**config.mk**
```make
export PLATFORM = sky130hd
export DESIGN_NAME = banked_ram_stream_reader
export DESIGN_NICKNAME = d
export VERILOG_FILES = /design/src/rtl/banked_ram_pkg.sv /design/src/rtl/banked_ram_stream_reader_fifo.sv /design/src/rtl/banked_ram_stream_reader.sv
export SDC_FILE = /design/constraint.sdc
export NUM_CORES = 1
export LEC_CHECK = 0
export CAP_MARGIN = 25
export CORE_MARGIN = 4
export CORE_UTILIZATION = 59
export CTS_CLUSTER_DIAMETER = 150
export DETAILED_ROUTE_END_ITERATION = 16
export PLACE_DENSITY = 0.85
export RECOVER_POWER = 25
export SETUP_SLACK_MARGIN = 0.02
export SYNTH_ARGS = -nofsm -noshare
export SYNTH_HDL_FRONTEND = slang
export SYNTH_SLANG_ARGS = --single-unit
export TNS_END_PERCENT = 30
```
**constraint.sdc**
```tcl
create_clock -name clk -period 7.2 [get_ports clk]
set_input_delay 1.08 -clock clk [delete_from_list [all_inputs] [get_ports clk]]
set_output_delay 1.08 -clock clk [all_outputs]
set_load 0.01 [all_outputs]
```
**src/rtl/banked_ram_pkg.sv**
```systemverilog
// rtl/banked_ram_pkg.sv - shared types and helpers for the banked RAM stream reader
// Provides the FSM state encoding, a constant clog2 helper and the
// FIFO depth legality test used at elaboration time.
package banked_ram_pkg;

    localparam logic [1:0] IDLE  = 2'd0;
    localparam logic [1:0] ISSUE = 2'd1;
    localparam logic [1:0] DRAIN = 2'd2;

    typedef enum logic [1:0] {
        S_IDLE  = IDLE,
        S_ISSUE = ISSUE,
        S_DRAIN = DRAIN
    } state_t;

    function automatic int clog2(input int value);
        int r;
        r = 0;
        for (int v = value - 1; v > 0; v = v >> 1) begin
            r = r + 1;
        end
        return r;
    endfunction

    // Depth must be a power of two so the FIFO pointers wrap naturally.
    function automatic bit fifo_depth_legal(input int depth);
        return (depth >= 2) && ((depth & (depth - 1)) == 0);
    endfunction

endpackage

```
**src/rtl/banked_ram_stream_reader_fifo.sv**
```systemverilog
// rtl/banked_ram_stream_reader_fifo.sv - register-based synchronous stream FIFO
// Ports: clk, reset (sync, active-low), push/push_data write side,
// pop/head_data read side (first-word fall-through), empty, full, count.
// The caller guarantees push never lands on a full FIFO unless it also pops.
module sync_stream_fifo
    import banked_ram_pkg::*;
#(
    parameter int DATA_WIDTH = 16,
    parameter int DEPTH      = 4
) (
    input  logic                    clk,
    input  logic                    reset,
    input  logic                    push,
    input  logic [DATA_WIDTH-1:0]   push_data,
    input  logic                    pop,
    output logic [DATA_WIDTH-1:0]   head_data,
    output logic                    empty,
    output logic                    full,
    output logic [clog2(DEPTH):0]   count
);

    localparam int PTR_W = clog2(DEPTH);
    localparam int CNT_W = PTR_W + 1;

    logic [DATA_WIDTH-1:0] mem [DEPTH];
    logic [PTR_W-1:0]      wr_ptr;
    logic [PTR_W-1:0]      rd_ptr;
    logic                  do_pop;

    assign do_pop    = pop && !empty;
    assign empty     = (count == '0);
    assign full      = (count == CNT_W'(DEPTH));
    assign head_data = mem[rd_ptr];

    always_ff @(posedge clk) begin
        if (!reset) begin
            wr_ptr <= '0;
            rd_ptr <= '0;
            count  <= '0;
        end else begin
            if (push) begin
                wr_ptr <= wr_ptr + PTR_W'(1);
            end
            if (do_pop) begin
                rd_ptr <= rd_ptr + PTR_W'(1);
            end
            if (push && !do_pop) begin
                count <= count + CNT_W'(1);
            end else if (!push && do_pop) begin
                count <= count - CNT_W'(1);
            end
        end
    end

    // Storage needs no reset: occupancy alone decides what is visible.
    always_ff @(posedge clk) begin
        if (push) begin
            mem[wr_ptr] <= push_data;
        end
    end

endmodule

```
**src/rtl/banked_ram_stream_reader.sv**
```systemverilog
// rtl/banked_ram_stream_reader.sv - strided RAM read initiator with valid/ready output
// Ports: clk, reset (sync, active-low); cfg_start/cfg_base_addr/cfg_stride/
// cfg_num_words command; busy/done status; mem_read_req/mem_read_addr/
// mem_read_data RAM port (data one cycle after req); m_valid/m_data/m_ready
// output stream.
module banked_ram_stream_reader
    import banked_ram_pkg::*;
#(
    parameter int DATA_WIDTH = 16,
    parameter int ADDR_WIDTH = 13,
    parameter int COUNT_W    = 13,
    parameter int FIFO_DEPTH = 4
) (
    input  logic                    clk,
    input  logic                    reset,
    input  logic                    cfg_start,
    input  logic [ADDR_WIDTH-1:0]   cfg_base_addr,
    input  logic [ADDR_WIDTH-1:0]   cfg_stride,
    input  logic [COUNT_W-1:0]      cfg_num_words,
    output logic                    busy,
    output logic                    done,
    output logic                    mem_read_req,
    output logic [ADDR_WIDTH-1:0]   mem_read_addr,
    input  logic [DATA_WIDTH-1:0]   mem_read_data,
    output logic                    m_valid,
    output logic [DATA_WIDTH-1:0]   m_data,
    input  logic                    m_ready
);

    localparam int FCNT_W = clog2(FIFO_DEPTH) + 1;

    if (!fifo_depth_legal(FIFO_DEPTH)) begin : g_bad_depth
        $fatal(1, "FIFO_DEPTH must be a power of two and at least 2");
    end

    state_t                 state;
    state_t                 state_next;
    logic [ADDR_WIDTH-1:0]  addr_q;
    logic [ADDR_WIDTH-1:0]  stride_q;
    logic [COUNT_W-1:0]     num_q;
    logic [COUNT_W-1:0]     issue_count;
    logic [COUNT_W-1:0]     accept_count;
    logic                   inflight;
    logic                   done_q;
    logic                   done_next;
    logic [FCNT_W-1:0]      fifo_count;
    logic [FCNT_W-1:0]      credit_used;
    logic                   fifo_empty;
    logic                   fifo_full;
    logic                   pop;
    logic                   last_issue;
    logic                   last_accept;

    // Credit counts the buffered words plus the one read that may still be
    // returning; both are registers, so m_ready never reaches mem_read_req.
    assign credit_used = fifo_count + FCNT_W'(inflight);
    assign pop         = m_valid && m_ready;
    assign last_issue  = (issue_count == num_q - COUNT_W'(1));
    assign last_accept = pop && (accept_count == num_q - COUNT_W'(1));

    assign busy          = (state != S_IDLE);
    assign done          = done_q;
    assign mem_read_addr = addr_q;
    assign m_valid       = !fifo_empty;

    always_comb begin
        state_next   = state;
        mem_read_req = 1'b0;
        done_next    = 1'b0;
        case (state)
            S_IDLE: begin
                if (cfg_start) begin
                    if (cfg_num_words != '0) begin
                        state_next = S_ISSUE;
                    end else begin
                        done_next = 1'b1;
                    end
                end
            end
            S_ISSUE: begin
                mem_read_req = !fifo_full && (credit_used < FCNT_W'(FIFO_DEPTH));
                if (mem_read_req && last_issue) begin
                    state_next = S_DRAIN;
                end
            end
            S_DRAIN: begin
                if (last_accept) begin
                    state_next = S_IDLE;
                    done_next  = 1'b1;
                end
            end
            default: begin
                state_next = S_IDLE;
            end
        endcase
    end

    always_ff @(posedge clk) begin
        if (!reset) begin
            state        <= S_IDLE;
            addr_q       <= '0;
            stride_q     <= '0;
            num_q        <= '0;
            issue_count  <= '0;
            accept_count <= '0;
            inflight     <= 1'b0;
            done_q       <= 1'b0;
        end else begin
            state    <= state_next;
            done_q   <= done_next;
            inflight <= mem_read_req;
            if (state == S_IDLE && cfg_start) begin
                addr_q       <= cfg_base_addr;
                stride_q     <= cfg_stride;
                num_q        <= cfg_num_words;
                issue_count  <= '0;
                accept_count <= '0;
            end else begin
                if (mem_read_req) begin
                    addr_q      <= addr_q + stride_q;
                    issue_count <= issue_count + COUNT_W'(1);
                end
                if (pop) begin
                    accept_count <= accept_count + COUNT_W'(1);
                end
            end
        end
    end

    // Returning data is pushed unconditionally; credit already reserved room.
    sync_stream_fifo #(
        .DATA_WIDTH (DATA_WIDTH),
        .DEPTH      (FIFO_DEPTH)
    ) u_fifo (
        .clk       (clk),
        .reset     (reset),
        .push      (inflight),
        .push_data (mem_read_data),
        .pop       (pop),
        .head_data (m_data),
        .empty     (fifo_empty),
        .full      (fifo_full),
        .count     (fifo_count)
    );

endmodule
```
---- Word-level counts from Yosys, hierarchy flattened ----
Memories as Yosys holds them, arrays and structs flattened. A register that Yosys moved wholly into a read port is not among the register bits.
Index checks and enable logic that the tools add are counted.
storage, ports and cells
  register bits after elaboration ......... 76
  RAM bits ................................ 64
  logic and storage cells ................. 70
  memories ................................ 1
cells by class
  add/subtract/negate cells ............... 9
  $lt $le $gt $ge ......................... 1
  equal/unequal tests ..................... 9
  multiplexer cells ....................... 18
  bitwise logic cells ..................... 1
  reduce and logical (&&, ||, !) cells .... 20
memory list
  memory      words  width  read ports  clocked after Yosys merged registers in  write ports  line                                 RTL
  u_fifo.mem  4      16     1           1                                        1            banked_ram_stream_reader_fifo.sv:25  logic [DATA_WIDTH-1:0] mem [DEPTH];
operators with widths
  kind                                                 count
  adder 13 x 1 -> 13 bit (second input constant)       2
  == test 13 bit                                       2
  2-to-1 mux 13 bit                                    2
  adder 13 bit                                         1
  nonzero test 13 bit                                  1
  subtractor 13 x 1 -> 13 bit (second input constant)  1
  2-to-1 mux 2 bit                                     6
  logical AND 1 bit                                    8
  != test 2 bit (second input constant)                4
  2-to-1 mux 1 bit                                     6
  2-to-1 mux 3 bit                                     2
  one-hot mux 2 bit (3 select lines)                   1
  nonzero test 2 bit                                   3
  adder 2 x 1 -> 2 bit (second input constant)         2
  zero test 1 bit                                      4
  AND reduction 4 bit                                  1
  adder 3 x 1 -> 3 bit                                 1
  adder 3 x 1 -> 3 bit (second input constant)         1
  == test 3 bit (second input constant)                1
  zero test 3 bit                                      1
  < comparator 3 bit (second input constant)           1
  subtractor 3 x 1 -> 3 bit (second input constant)    1
  == test 2 x 1 -> 1 bit (second input constant)       1
  == test 2 bit (second input constant)                1
  4 further kinds                                      4

---- Depth between registers and ports, before layout ----
  depth after elaboration ................. 7
  depth in mapped cells ................... 10

---- By module ----
From an unflattened synthesis, not the netlist that was laid out.
second synthesis, totals
  cell total of the unflattened synthesis .. 612
  area, all modules ....................... 6815.3 um2
by module, submodules not included
  module                    times used  cells an instance  area an instance (um2)
  banked_ram_stream_reader  1           485                3993.8
  sync_stream_fifo          1           127                2821.5

---- Worst setup path before layout ----
No wires, ideal clock.
  kind .................................... register to output
  start point ............................. register with a tool-made name
  end point ............................... output port m_data[10]
  arrival time ............................ 1.817 ns
  required time ........................... 6.120 ns
  path slack .............................. 4.303 ns
  stages on the path, launching flop included .. 4
  buffers on the path ..................... 2
  path through ............................ dfxtp_1 > clkbuf_1 > buf_1 > mux4_2
RTL lines
  what       line                            RTL
  to (decl)  banked_ram_stream_reader.sv:26  output logic [DATA_WIDTH-1:0] m_data,

---- Worst setup path after layout ----
  start point ............................. register inflight
  end point ............................... output port mem_read_req
on the way
  longest elaborated chain between the ends .. 4
ends and longest elaborated chain
  what                    line                             RTL
  from (decl)             banked_ram_stream_reader.sv:43   logic inflight;
  from (signal assigned)  banked_ram_stream_reader.sv:111  inflight <= mem_read_req;
  adder 3 x 1 -> 3 bit    banked_ram_stream_reader.sv:56   assign credit_used = fifo_count + FCNT_W'(inflight);
  < comparator 3 bit      banked_ram_stream_reader.sv:81   mem_read_req = !fifo_full && (credit_used < FCNT_W'(FIFO_DEPTH));
  logical AND 1 bit       banked_ram_stream_reader.sv:81
  2-to-1 mux 1 bit        banked_ram_stream_reader.sv:70   case (state)
  to (decl)               banked_ram_stream_reader.sv:22   output logic mem_read_req,
No other way between the ends.

==> metrics.txt <==
Pre-Repair DR Iteration Count 5; Async SR Flop Fraction 0%; FF-to-FF path depth 9; Max clock buf depth 2; boundary pin count a little over 90; status completed; final antenna-violating net count 0; Comb pwr share a little under a quarter; PortBufs 91; worst-path cell chain and4_1, o21ai_0, or2_2, inv_1, clkdlybuf4s50_1; largest net degree at the start of global routing 47; top-count cell post-synth nand2_1; Synth Instances ~660; top post-synthesis cells by count nand2_1, dfxtp_1, edfxtp_1, a21oi_1, nor2_1; power per cell area roughly 280 nW/um2; setup ws final about 3000 ps; critical path peak fanout 24; Slew Limit Fails 0; Hold Crit Class reg -> reg; Sink Count approximately 140; reg2reg start num_q[0]$_SDFFE_PN0P_; Syn Std Cell Area a little under 7000 um2; P&R area growth vs syn 22.6%; setup violators final 0; setup TNS 0 ps; Fmax achieved ~0.24 GHz; worst clock skew around 6 ps; Post-Syn Nets around 740; EDFF count, synth 64; sequential share of power between 40% and 50%; Clock Power Share a little over a third; switching part of the total between 20% and 30%; Final min period between 4000 and 5000 ps; DIE WIDTH ~120 um; Main synth FF type dfxtp_1; Num CTS Buffers 17; H-tree Lvls 4; CTS tree built; hold path start stride_q[0]$_SDFFE_PN0P_; Total Routing Usage GR between 20% and 30%; Die H around 120 um; number of max-cap violations 0; Core Area 11400 um2; GP Congestion around 0.9; DR vias just over 5000; Worst slew margin between 30 and 40%; Max VDD drop around 240 uV; Req. time, crit path just over 6000 ps; n_diodes 0; Initial DRC Count 389; hold-fix buffers at CTS 0; die area around 13000 um2; area leader, netlist edfxtp_1; Nets 815; Synth top area share between 20 and 30%; DP HPWL around 10 mm; share of cells above drive strength 1 8.03%; top post-synthesis cells by area edfxtp_1, dfxtp_1, mux4_2, nand2_1, a21oi_1; Leakage slightly above 3 nW; slowest CP cell clkdlybuf4s50_1; fill count between 700 and 800; final hold vios 0; GRT overflow 0; Worst-path clk slew around 60 ps; final WL roughly 15 mm; Critical Path Source Type register; antenna violations before repair 0; Largest stage delay, worst path a little under 700 ps; setup slack at placement roughly 3500 ps; Int Power 1.69 mW; Worst Max-Slew Pin Slew approximately 980 ps; endpoint class of the critical path output port; Initial Utilization between 60 and 70%; Critical Path Source inflight$_SDFF_PN0_; first-pass GRT wire length around 25 mm; Clock Latency Late Sink 410 ps; hold depth 2; Setup Buffers After CTS 0; PostCTS Resize Cnt 0; RSZ-0062 raised after global routing no; Post-route DRC 0; WP data arrival a little over 3000 ps; routed vias/inst roughly 5.8; warnings from Yosys 0; # rows 39; vias in the first global route between 5000 and 6000; routed len/inst roughly 17 um; WS Path Type reg -> out; Yosys reg bits 142; root buffer cell clkbuf_16; final worst-path cycle share around three fifths; syn_area_per_cell ~10 um2; NetSw 0.653 mW; post-synth cell types 60; register area share after synthesis between 50 and 60%
metal layers:
layer	up-vias	share of wire (%)	track usage (%)
li1	2512	-	-
met1	2441	41	28.8
met2	195	50	41.0
met3	21	6.8	5.64
met4	0	1.8	8.12
met5	-	0	0
cells by family after synthesis:
logic type / synth area share [%]
compound gates: 11.3
buf+inv: 3.53
fa+ha+maj: 4.25
xor+xnor: 7.56
simple gates: 16.1
mux: 6.33
flops: 50.9
worst paths after layout:
kind	end	slack, ps
max reg2reg	state[1]$_SDFFE_PN0P_	4100
min reg2reg	stride_q[0]$_SDFFE_PN0P_	450
min	stride_q[0]$_SDFFE_PN0P_	450
max	mem_read_req	3010
cell type report:
type	count	area, um2	area share (%)
timing repair buffer	95	968	11.6
inverter	17	63.8	0.761
multi-input combinational	461	3110	37.1
sequential	142	3480	41.6
clock buffer	19	433	5.17
clock inverter	13	140	1.67
tap	143	179	2.13
registers in the layout, indices dropped and copies added, names as in the netlist, named ones only:
name,flops
accept_count,13
mem_read_addr,13
stride_q,13
issue_count,13
u_fifo.rd_ptr,2
num_q,13
u_fifo.wr_ptr,2
done,1
state,2
u_fifo.count,3
inflight,1
u_fifo.mem,64
layout by cell type (no fill, tap or decap), types with 3 or more instances in the layout:
master,instances
nand2_1,96
dfxtp_1,78
clkdlybuf4s50_1,76
edfxtp_1,64
a21oi_1,59
nor2_1,46
xor2_1,31
xnor2_1,28
o21ai_0,26
ha_1,20
clkbuf_16,17
inv_1,16
mux4_2,16
dlygate4sd3_1,15
nor3_1,14
or3_1,10
and2_1,9
nand3_1,9
nand4_1,8
and3_1,7
a311oi_1,7
nor4_1,6
a21o_1,6
mux2i_1,5
o31ai_1,4
nand2b_1,4
or2_2,3
o211ai_1,3
nand3b_1,3
o2111ai_1,3
or4_1,3
a211oi_1,3
clkinvlp_4,3
inv_6,3
through the flow:
stage	instances	hold WS [ps]	utilization [%]	instance area [um2]	power, mW
after floorplan	657	440	-	6840	1.29
after global placement	856	447	68.3	7760	1.48
after detailed placement	858	452	68.7	7810	1.51
after CTS	890	460	73.7	8380	2.36
after global routing	890	494	73.7	8380	2.45
final	890	455	73.7	8380	2.35
worst max-delay path: cells and delay by family (launching register included):
| kind | cells | cell delay, ps |
|---|---|---|
| and+or+nand+nor | 2 | 730 |
| buffers and inverters | 2 | 1350 |
| AOI/OAI and AO/OA | 1 | 100 |
| DFF | 1 | 500 |
power groups by stage:
stage	sequential, mW	clock, mW	combinational (mW)
2_1_floorplan	0.939	0	0.356
3_3_place_gp	0.979	0	0.496
3_5_place_dp	0.973	0	0.539
4_1_cts	0.957	0.859	0.545
5_1_grt	0.966	0.895	0.588
6_report	0.956	0.851	0.538
No activity file was read; power rests on OpenSTA's default activity.
